===== config.mk =====
export PLATFORM = sky130hd
export DESIGN_NAME = axi_core_bridge
export DESIGN_NICKNAME = d
export VERILOG_FILES = /design/src/rtl/axi_core_bridge.sv
export SDC_FILE = /design/constraint.sdc
export NUM_CORES = 1
export LEC_CHECK = 0
export ABC_AREA = 1
export BUFFER_PORTS_ARGS = -buffer_cell sky130_fd_sc_hd__clkbuf_2
export CORE_ASPECT_RATIO = 1.2
export CORE_MARGIN = 5
export CORE_UTILIZATION = 53
export CTS_BUF_LIST = sky130_fd_sc_hd__clkbuf_4
export CTS_CLUSTER_DIAMETER = 30
export DETAILED_ROUTE_END_ITERATION = 7
export PLACE_DENSITY_LB_ADDON = 0.2
export SETUP_SLACK_MARGIN = 0.2
export SYNTH_ARGS = -nofsm -noshare
export SYNTH_HDL_FRONTEND = slang
export SYNTH_SLANG_ARGS = --single-unit

===== constraint.sdc =====
create_clock -name clk -period 4.7 [get_ports clk]
set_input_delay 0.235 -clock clk [delete_from_list [all_inputs] [get_ports clk]]
set_output_delay 0.235 -clock clk [all_outputs]
set_load 0.03 [all_outputs]

===== src/rtl/axi_core_bridge.sv =====
// rtl/axi_core_bridge.sv - AXI4 slave to core-bus master bridge replaying each beat as one bus access
// Optional waitrequest watchdog enabled by defining AXI_CORE_BRIDGE_TIMEOUT_EN
`timescale 1ns/1ps
module axi_core_bridge #(
    parameter int ADDR_W      = 32,
    parameter int ID_W        = 4,
    parameter int TIMEOUT_CYC = 256
) (
    input  logic              clk,
    input  logic              rst,
    input  logic [ID_W-1:0]   slv_axi_awid,
    input  logic [ADDR_W-1:0] slv_axi_awaddr,
    input  logic [7:0]        slv_axi_awlen,
    input  logic [2:0]        slv_axi_awsize,
    input  logic [1:0]        slv_axi_awburst,
    input  logic              slv_axi_awvalid,
    output logic              slv_axi_awready,
    input  logic [31:0]       slv_axi_wdata,
    input  logic [3:0]        slv_axi_wstrb,
    input  logic              slv_axi_wlast,
    input  logic              slv_axi_wvalid,
    output logic              slv_axi_wready,
    output logic [ID_W-1:0]   slv_axi_bid,
    output logic [1:0]        slv_axi_bresp,
    output logic              slv_axi_bvalid,
    input  logic              slv_axi_bready,
    input  logic [ID_W-1:0]   slv_axi_arid,
    input  logic [ADDR_W-1:0] slv_axi_araddr,
    input  logic [7:0]        slv_axi_arlen,
    input  logic [2:0]        slv_axi_arsize,
    input  logic [1:0]        slv_axi_arburst,
    input  logic              slv_axi_arvalid,
    output logic              slv_axi_arready,
    output logic [ID_W-1:0]   slv_axi_rid,
    output logic [31:0]       slv_axi_rdata,
    output logic [1:0]        slv_axi_rresp,
    output logic              slv_axi_rlast,
    output logic              slv_axi_rvalid,
    input  logic              slv_axi_rready,
    output logic [ADDR_W-1:0] mst_bus_addr,
    output logic              mst_bus_read,
    output logic              mst_bus_write,
    output logic [31:0]       mst_bus_writedata,
    output logic [3:0]        mst_bus_byteenable,
    input  logic [31:0]       mst_bus_readdata,
    input  logic [1:0]        mst_bus_response,
    input  logic              mst_bus_waitrequest
);

    typedef enum logic [2:0] {IDLE, WR_DATA, WR_BUS, WR_RESP, RD_BUS, RD_RESP} state_t;

    state_t            state_q, state_d;
    logic              last_wr_q;
    logic [ID_W-1:0]   id_q;
    logic [ADDR_W-1:0] addr_q;
    logic [7:0]        len_q;
    logic [7:0]        beat_q;
    logic              size_ok_q;
    logic              fixed_q;
    logic [1:0]        bresp_q;
    logic [31:0]       wdata_q;
    logic [3:0]        be_q;
    logic [31:0]       rdata_q;
    logic [1:0]        rresp_q;
    logic              rlast_q;

    logic              grant_wr, grant_rd;
    logic              bus_stall, timeout_hit, bus_accept, beat_err, last_beat;
    logic [1:0]        beat_resp;
    logic [31:0]       beat_rdata;
    logic [ADDR_W-1:0] next_addr;
    logic              unused_in;

    assign unused_in = slv_axi_wlast;

    // Round-robin: on contention the channel not served last wins
    assign grant_wr = slv_axi_awvalid && (!slv_axi_arvalid || !last_wr_q);
    assign grant_rd = slv_axi_arvalid && !grant_wr;

    assign bus_stall = (mst_bus_read || mst_bus_write) && mst_bus_waitrequest;

`ifdef AXI_CORE_BRIDGE_TIMEOUT_EN
    localparam int TO_W = $clog2(TIMEOUT_CYC + 1);
    logic [TO_W-1:0] to_cnt_q;

    assign timeout_hit = bus_stall && (to_cnt_q == TO_W'(TIMEOUT_CYC - 1));

    always_ff @(posedge clk) begin
        if (rst || !bus_stall || timeout_hit) begin
            to_cnt_q <= '0;
        end else begin
            to_cnt_q <= to_cnt_q + TO_W'(1);
        end
    end
`else
    logic unused_timeout;
    assign unused_timeout = (TIMEOUT_CYC > 0);
    assign timeout_hit    = 1'b0;
`endif

    // Unsupported sizes never reach the bus but still complete each beat with SLVERR
    assign beat_err   = !size_ok_q || timeout_hit;
    assign bus_accept = !size_ok_q || !mst_bus_waitrequest || timeout_hit;
    assign beat_resp  = beat_err ? 2'b10 : mst_bus_response;
    assign beat_rdata = beat_err ? 32'h0 : mst_bus_readdata;
    assign last_beat  = (beat_q == len_q);
    assign next_addr  = fixed_q ? addr_q : addr_q + ADDR_W'(4);

    assign mst_bus_addr       = addr_q & ~ADDR_W'(3);
    assign mst_bus_writedata  = wdata_q;
    assign mst_bus_byteenable = be_q;
    assign slv_axi_bid        = id_q;
    assign slv_axi_bresp      = bresp_q;
    assign slv_axi_rid        = id_q;
    assign slv_axi_rdata      = rdata_q;
    assign slv_axi_rresp      = rresp_q;
    assign slv_axi_rlast      = rlast_q;

    always_ff @(posedge clk) begin
        if (rst) begin
            state_q <= IDLE;
        end else begin
            state_q <= state_d;
        end
    end

    always_comb begin
        state_d         = state_q;
        slv_axi_awready = 1'b0;
        slv_axi_arready = 1'b0;
        slv_axi_wready  = 1'b0;
        slv_axi_bvalid  = 1'b0;
        slv_axi_rvalid  = 1'b0;
        mst_bus_read    = 1'b0;
        mst_bus_write   = 1'b0;
        case (state_q)
            IDLE: begin
                slv_axi_awready = !rst && grant_wr;
                slv_axi_arready = !rst && grant_rd;
                if (grant_wr) begin
                    state_d = WR_DATA;
                end else if (grant_rd) begin
                    state_d = RD_BUS;
                end
            end
            WR_DATA: begin
                slv_axi_wready = 1'b1;
                if (slv_axi_wvalid) begin
                    state_d = WR_BUS;
                end
            end
            WR_BUS: begin
                mst_bus_write = size_ok_q;
                if (bus_accept) begin
                    state_d = last_beat ? WR_RESP : WR_DATA;
                end
            end
            WR_RESP: begin
                slv_axi_bvalid = 1'b1;
                if (slv_axi_bready) begin
                    state_d = IDLE;
                end
            end
            RD_BUS: begin
                mst_bus_read = size_ok_q;
                if (bus_accept) begin
                    state_d = RD_RESP;
                end
            end
            RD_RESP: begin
                slv_axi_rvalid = 1'b1;
                if (slv_axi_rready) begin
                    state_d = rlast_q ? IDLE : RD_BUS;
                end
            end
            default: state_d = IDLE;
        endcase
    end

    always_ff @(posedge clk) begin
        if (rst) begin
            last_wr_q <= 1'b0;
            id_q      <= '0;
            addr_q    <= '0;
            len_q     <= '0;
            beat_q    <= '0;
            size_ok_q <= 1'b0;
            fixed_q   <= 1'b0;
            bresp_q   <= 2'b00;
            wdata_q   <= '0;
            be_q      <= '0;
            rdata_q   <= '0;
            rresp_q   <= 2'b00;
            rlast_q   <= 1'b0;
        end else begin
            case (state_q)
                IDLE: begin
                    if (grant_wr) begin
                        last_wr_q <= 1'b1;
                        id_q      <= slv_axi_awid;
                        addr_q    <= slv_axi_awaddr;
                        len_q     <= slv_axi_awlen;
                        size_ok_q <= (slv_axi_awsize == 3'b010);
                        fixed_q   <= (slv_axi_awburst == 2'b00);
                        beat_q    <= '0;
                        bresp_q   <= 2'b00;
                    end else if (grant_rd) begin
                        last_wr_q <= 1'b0;
                        id_q      <= slv_axi_arid;
                        addr_q    <= slv_axi_araddr;
                        len_q     <= slv_axi_arlen;
                        size_ok_q <= (slv_axi_arsize == 3'b010);
                        fixed_q   <= (slv_axi_arburst == 2'b00);
                        beat_q    <= '0;
                        be_q      <= 4'hF;
                    end
                end
                WR_DATA: begin
                    if (slv_axi_wvalid) begin
                        wdata_q <= slv_axi_wdata;
                        be_q    <= slv_axi_wstrb;
                    end
                end
                WR_BUS: begin
                    if (bus_accept) begin
                        // Encodings order by severity, so numeric max picks the worst
                        if (beat_resp > bresp_q) begin
                            bresp_q <= beat_resp;
                        end
                        if (!last_beat) begin
                            addr_q <= next_addr;
                            beat_q <= beat_q + 8'd1;
                        end
                    end
                end
                RD_BUS: begin
                    if (bus_accept) begin
                        rdata_q <= beat_rdata;
                        rresp_q <= beat_resp;
                        rlast_q <= last_beat;
                    end
                end
                RD_RESP: begin
                    if (slv_axi_rready && !rlast_q) begin
                        addr_q <= next_addr;
                        beat_q <= beat_q + 8'd1;
                    end
                end
                default: ;
            endcase
        end
    end

endmodule


Yosys cells after proc, flatten, opt, wreduce, memory -nomap -nowiden
Cells that the tools add are included.
- register bits: 131
- output and inout port bits: 120
- add/subtract/negate cells: 2
- order comparisons: 1
- equal/unequal tests: 20
- multiplexer cells: 50
- reductions and logical operators: 28
- operators with widths (operator ; number):
    $mux 32 ; 7
    $pmux 32 s3 ; 1
    $mux 8 ; 7
    $add 32x3->32 const B ; 1
    $mux 3 ; 8
    $pmux 8 s3 ; 1
    $ne 2x2->1 const B ; 11
    $mux 4 ; 5
    $pmux 3 s6 ; 1
    $mux 1 ; 13
    $eq 3x2->1 const B ; 4
    $mux 2 ; 5
    $add 8x1->8 const B ; 1
    $eq 8x8->1 ; 1
    $pmux 4 s2 ; 1
    $reduce_and 4->1 ; 2
    $logic_not 1->1 ; 7
    $eq 3x3->1 const B ; 2
    $reduce_and 2->1 ; 3
    $reduce_and 6->1 ; 1
    $reduce_bool 2->1 ; 3
    $logic_and 1x1->1 ; 5
    $reduce_and 5->1 ; 1
    $logic_not 2->1 ; 2
    7 further kinds ; 8

Longest topological paths before layout
- depth in word-level cells: 8
- depth in mapped cells: 11

Worst setup path after synthesis
OpenSTA, ideal clock, no wires.
- path type: register to register
- from: register size_ok_q
- to: register bresp_q[1] (netlist: slv_axi_bresp[1])
- data arrival time: 1790 ps
- path slack: 2782 ps
- cell stages (with the launch flop): 11
- path buffers: 1
- clock period less this slack: 1918 ps
- cell sequence: dfxtp_1 clkbuf_1 inv_1 or2_2 ha_1 nand2_1 nand2_1 o21ai_0 nand3_1 a21oi_1 nor2_1
- word-level cells in the longest chain between the ends: 4
- elaborated cells between the ends (all ways): 10
- ends and longest elaborated chain (item ; RTL line ; text):
    start, declared ; 58 ; logic size_ok_q;
    start signal, assigned ; 203 ; size_ok_q <= (slv_axi_awsize == 3'b010);
    start signal, assigned ; 212 ; size_ok_q <= (slv_axi_arsize == 3'b010);
    $mux 2 (*) ; 104 ; assign beat_resp = beat_err ? 2'b10 : mst_bus_response;
    named net beat_resp[1] ; 69 ; logic [1:0] beat_resp;
    $gt 2x2->1 / $mux 2 (equally long branches) ; 227 ; if (beat_resp > bresp_q) begin
    $ne 2x2->1 (no source line) / $mux 2 (equally long branches) ; -- ;
    $reduce_and 4->1 (no source line) / $pmux 2 s2 (equally long branches) ; -- ;
    end signal, assigned ; 228 ; bresp_q <= beat_resp;
    end, declared ; 60 ; logic [1:0] bresp_q;
Mark *: on every way through the listed nets, which the timed path passes. The rest lies on a longest branch. The select of a mux whose other input is x is not followed.
A chain may end at the register's enable or synchronous reset.

Final worst setup path
- from: register last_wr_q
- to: output slv_axi_arready
- word-level cells in the longest chain between the ends: 7
- ends and longest elaborated chain (item ; RTL line ; text):
    start, declared ; 53 ; logic last_wr_q;
    start signal, assigned ; 182 ; last_wr_q <= 1'b0;
    start signal, assigned ; 199 ; last_wr_q <= 1'b1;
    start signal, assigned ; 208 ; last_wr_q <= 1'b0;
    $logic_not 1->1 ; 77 ; assign grant_wr = slv_axi_awvalid && (!slv_axi_arvalid || !last_wr_q);
    $logic_or 1x1->1 ; 77 ;
    $logic_and 1x1->1 ; 77 ;
    $logic_not 1->1 ; 78 ; assign grant_rd = slv_axi_arvalid && !grant_wr;
    $logic_and 1x1->1 ; 78 ;
    $logic_and 1x1->1 ; 139 ; slv_axi_arready = !rst && grant_rd;
    $mux 1 ; 136 ; case (state_q)
    end, declared ; 33 ; output logic slv_axi_arready,
Every way passes these cells.

==> metrics.yaml <==
cells_and_area:
  final_core_util: 0.748
  instances_no_fill: 1608
  final_nets: 1610
  final_layout_size_suffix_gt1_frac: 0.234
  final_area_sq_um: 9390
  fillCellCount: 946
  syn2layout_area_growth_pct: 39.7
synthesis:
  syn_avg_cell_area_sq_um: 6.26
  netlist_instances: 1075
  mappedNetlistArea_sq_um: 6730
  yosys_warnings: 0
  ys_seq_area_frac: 0.384
  ys_ff_latch: 129
  synthDistinctLibCells: 33
job:
  drv_cap: 0
die:
  die_area_sq_um: 15100
  io_pins: 297
  rows: 45
  die_w_um: 113
  initial_core_util: 0.536
  die_y_um: 133
  coreArea_sq_um: 12600
cts:
  cts_num_sinks: 129
  cts_buffer_depth: 2
  cts.clk_slew.worst_paths_ns: 0.12
  root_buffer: "clkbuf_4"
  cts_tree: "built"
  h-tree-depth: 4
  cts_resized: 0
  numCtsBuffers: 17
  clkLatencyLatePin_ns: 0.55
timing:
  rsz0062_at_grt: "no"
  tightest_slew_ns: 1.08
  max_freq_ghz: 0.304
  fin_tns_setup_ns: 0
  final_max_slew_viol_count: 0
  slew-limit-headroom: 0.278
  period_share: 0.699
  finClkSkew_ns: 0.0129
  finalSetupViolations: 0
  period_minus_slack_ns: 3.28
  finalHoldViolations: 0
run_status:
  violations: "design-rule violations"
  run_status: "complete, but fails checks"
worst_hold_path:
  hold_path.class: "in2reg"
setup_path:
  end_kind: "primary output"
  startpoint_type: "register"
  crit_fanout: 45
  critPathRequiredTime_ns: 4.47
  cp.arrival_ns: 3.05
  critPathKind: "reg2out"
global_route:
  grt_pass1_vias: 8233
  grt_pass1_wl_um: 40500
  globalRouteOverflowTotal: 0
  grt_antenna_before_repair: 1
  grt_usage: 0.331
  grtUsageMet1: 0.370
  grt_max_degree: 80
  grt.busiest_layer: "met2"
  met2_usage: 0.562
  met3_usage: 0.0968
drt:
  drtIter0Drc: 737
  vias: 8528
  routed_wl_um: 25500
  drcViolationCount: 2
  viasPerCell: 5.30
  wl_per_cell_um: 15.8
  drtPass1Iterations: 8
  drtAntennaViolNets: 0
place:
  dp.cells: 1477
  io_buffers: 289
  post_dp_cell_area_sq_um: 8170
  place_congestion: 0.883
  dpl.hpwl_um: 15600
power:
  leakage_uw: 0.00440
  ir_drop_mv: 0.299
  power_density_nw_per_um2: 514
==> cell type report <==
cell class                 count  area [sq um]  share of cell area
inverter                      67           251              0.0268
multi-input combinational    820          3620               0.385
timing repair buffer         394          2480               0.264
sequential                   129          2580               0.275
antenna                        2          5.00            0.000533
clock inverter                14           116              0.0124
tap                          164           205              0.0218
clock buffer                  18           135              0.0144
==> critical path: stages (launching register included) <==
cell and delay, ns:
dfxtp_1 0.35, nand2_1 0.06, nand2_2 0.05, buf_4 0.42
clkinv_1 0.61, buf_4 0.44, nor2_1 0.15, nand2_1 0.09
nor2_1 0.09, clkbuf_2 0.23
==> where the power goes <==
part,internal [uW],switching [uW]
logic,765,1730
registers,1370,267
clock network,264,433
==> state kept, by name, indices dropped and copies added (netlist names), 2 cells and up <==
name / flops
addr_q: 30
beat_q: 8
len_q: 8
mst_bus_byteenable: 4
mst_bus_writedata: 32
slv_axi_bid: 4
slv_axi_bresp: 2
slv_axi_rdata: 32
slv_axi_rresp: 2
state_q: 3
==> logic make-up (layout without fill, tap and decap cells) <==
kind of cell               after synthesis  after routing  synth area share
and+or+nand+nor                        610            610             0.365
adders and majority gates                4              4           0.00744
xor gates and xnor gates                10             10            0.0130
other                                    1              4          0.000558
AOI/OAI and AO/OA                      194            194             0.150
DFF                                    129            129             0.384
buffers and inverters                  127            493            0.0793
==> synthesized netlist by cell type <==
library cell | n | area share
nor3_1 | 1 | 0.00074
xor2_1 | 3 | 0.0039
inv_2 | 2 | 0.0011
nand3_1 | 82 | 0.061
o211ai_1 | 1 | 0.0011
clkbuf_2 | 1 | 0.00074
buf_4 | 6 | 0.0067
or2_2 | 1 | 0.00093
conb_1 | 1 | 0.00056
o21ai_0 | 99 | 0.074
nor2_1 | 247 | 0.14
inv_1 | 64 | 0.036
dfxtp_1 | 129 | 0.38
a21oi_1 | 78 | 0.058
nor2_4 | 1 | 0.0017
nor3b_1 | 4 | 0.0045
clkinv_1 | 1 | 0.00056
buf_6 | 3 | 0.0050
buf_2 | 8 | 0.0060
o22ai_1 | 8 | 0.0074
and2_1 | 3 | 0.0028
a211oi_1 | 1 | 0.0011
nand2_1 | 263 | 0.15
clkbuf_1 | 42 | 0.023
nand3_4 | 1 | 0.0026
nand4_1 | 5 | 0.0047
o21ai_1 | 2 | 0.0015
xnor2_1 | 7 | 0.0091
ha_1 | 4 | 0.0074
nor2_2 | 2 | 0.0019
o21bai_1 | 1 | 0.0011
a221oi_1 | 3 | 0.0039
a21oi_4 | 1 | 0.0024
==> routing by layer <==
| metal | routed length, um | share of wire |
|---|---|---|
| met5 | 0 | 0 |
| met4 | 1280 | 0.050 |
| met3 | 2340 | 0.092 |
| met2 | 12600 | 0.49 |
| met1 | 9260 | 0.36 |
==> metrics by stage <==
| step | hold slack [ns] | worst slack [ns] | total power (uW) |
|---|---|---|---|
| after global routing | 0.0251 | 1.12 | 5170 |
| after floorplan | 0.382 | 2.78 | 3370 |
| after CTS | 0.000846 | 1.37 | 4770 |
| after detailed placement | 0.457 | 1.94 | 3970 |
| after global placement | 0.451 | 1.94 | 3930 |
| final | 0.0310 | 1.42 | 4830 |
==> final timing paths <==
kind                            from                   end  slack, ns  cells past startpoint
setup / recovery           last_wr_q       slv_axi_arready       1.42                      9
hold reg to reg    slv_axi_rdata[30]     slv_axi_rdata[30]       0.48                      2
setup reg to reg          state_q[0]  mst_bus_writedata[9]       1.70                      8
hold / removal    slv_axi_awaddr[19]            addr_q[19]       0.03                      5
==> placed cells by master, fill, tap and decap left out, types with 2 or more instances in the layout <==
cell	instances
a221oi_1	3
xor2_1	3
nand2_1	262
o22ai_1	8
buf_4	8
nor2_2	2
nand3_1	82
dlygate4sd3_1	97
clkinv_4	2
nor2_1	247
a21oi_1	78
diode_2	2
ha_1	4
inv_2	3
nand4_1	5
clkbuf_2	289
clkinv_1	4
inv_6	2
and2_1	3
inv_1	63
clkinv_2	2
xnor2_1	7
nor3b_1	4
clkinvlp_4	4
o21ai_0	99
conb_1	2
dfxtp_1	129
clkbuf_4	18
==> repair_timing <==
| action | 4_1_cts | 5_1_grt |
|---|---|---|
| hold buffers | 97 | 0 |
| hold endpoints to repair | 83 | 0 |
| buffers inserted | 0 | 0 |
Power figures use the tool's default switching activity.
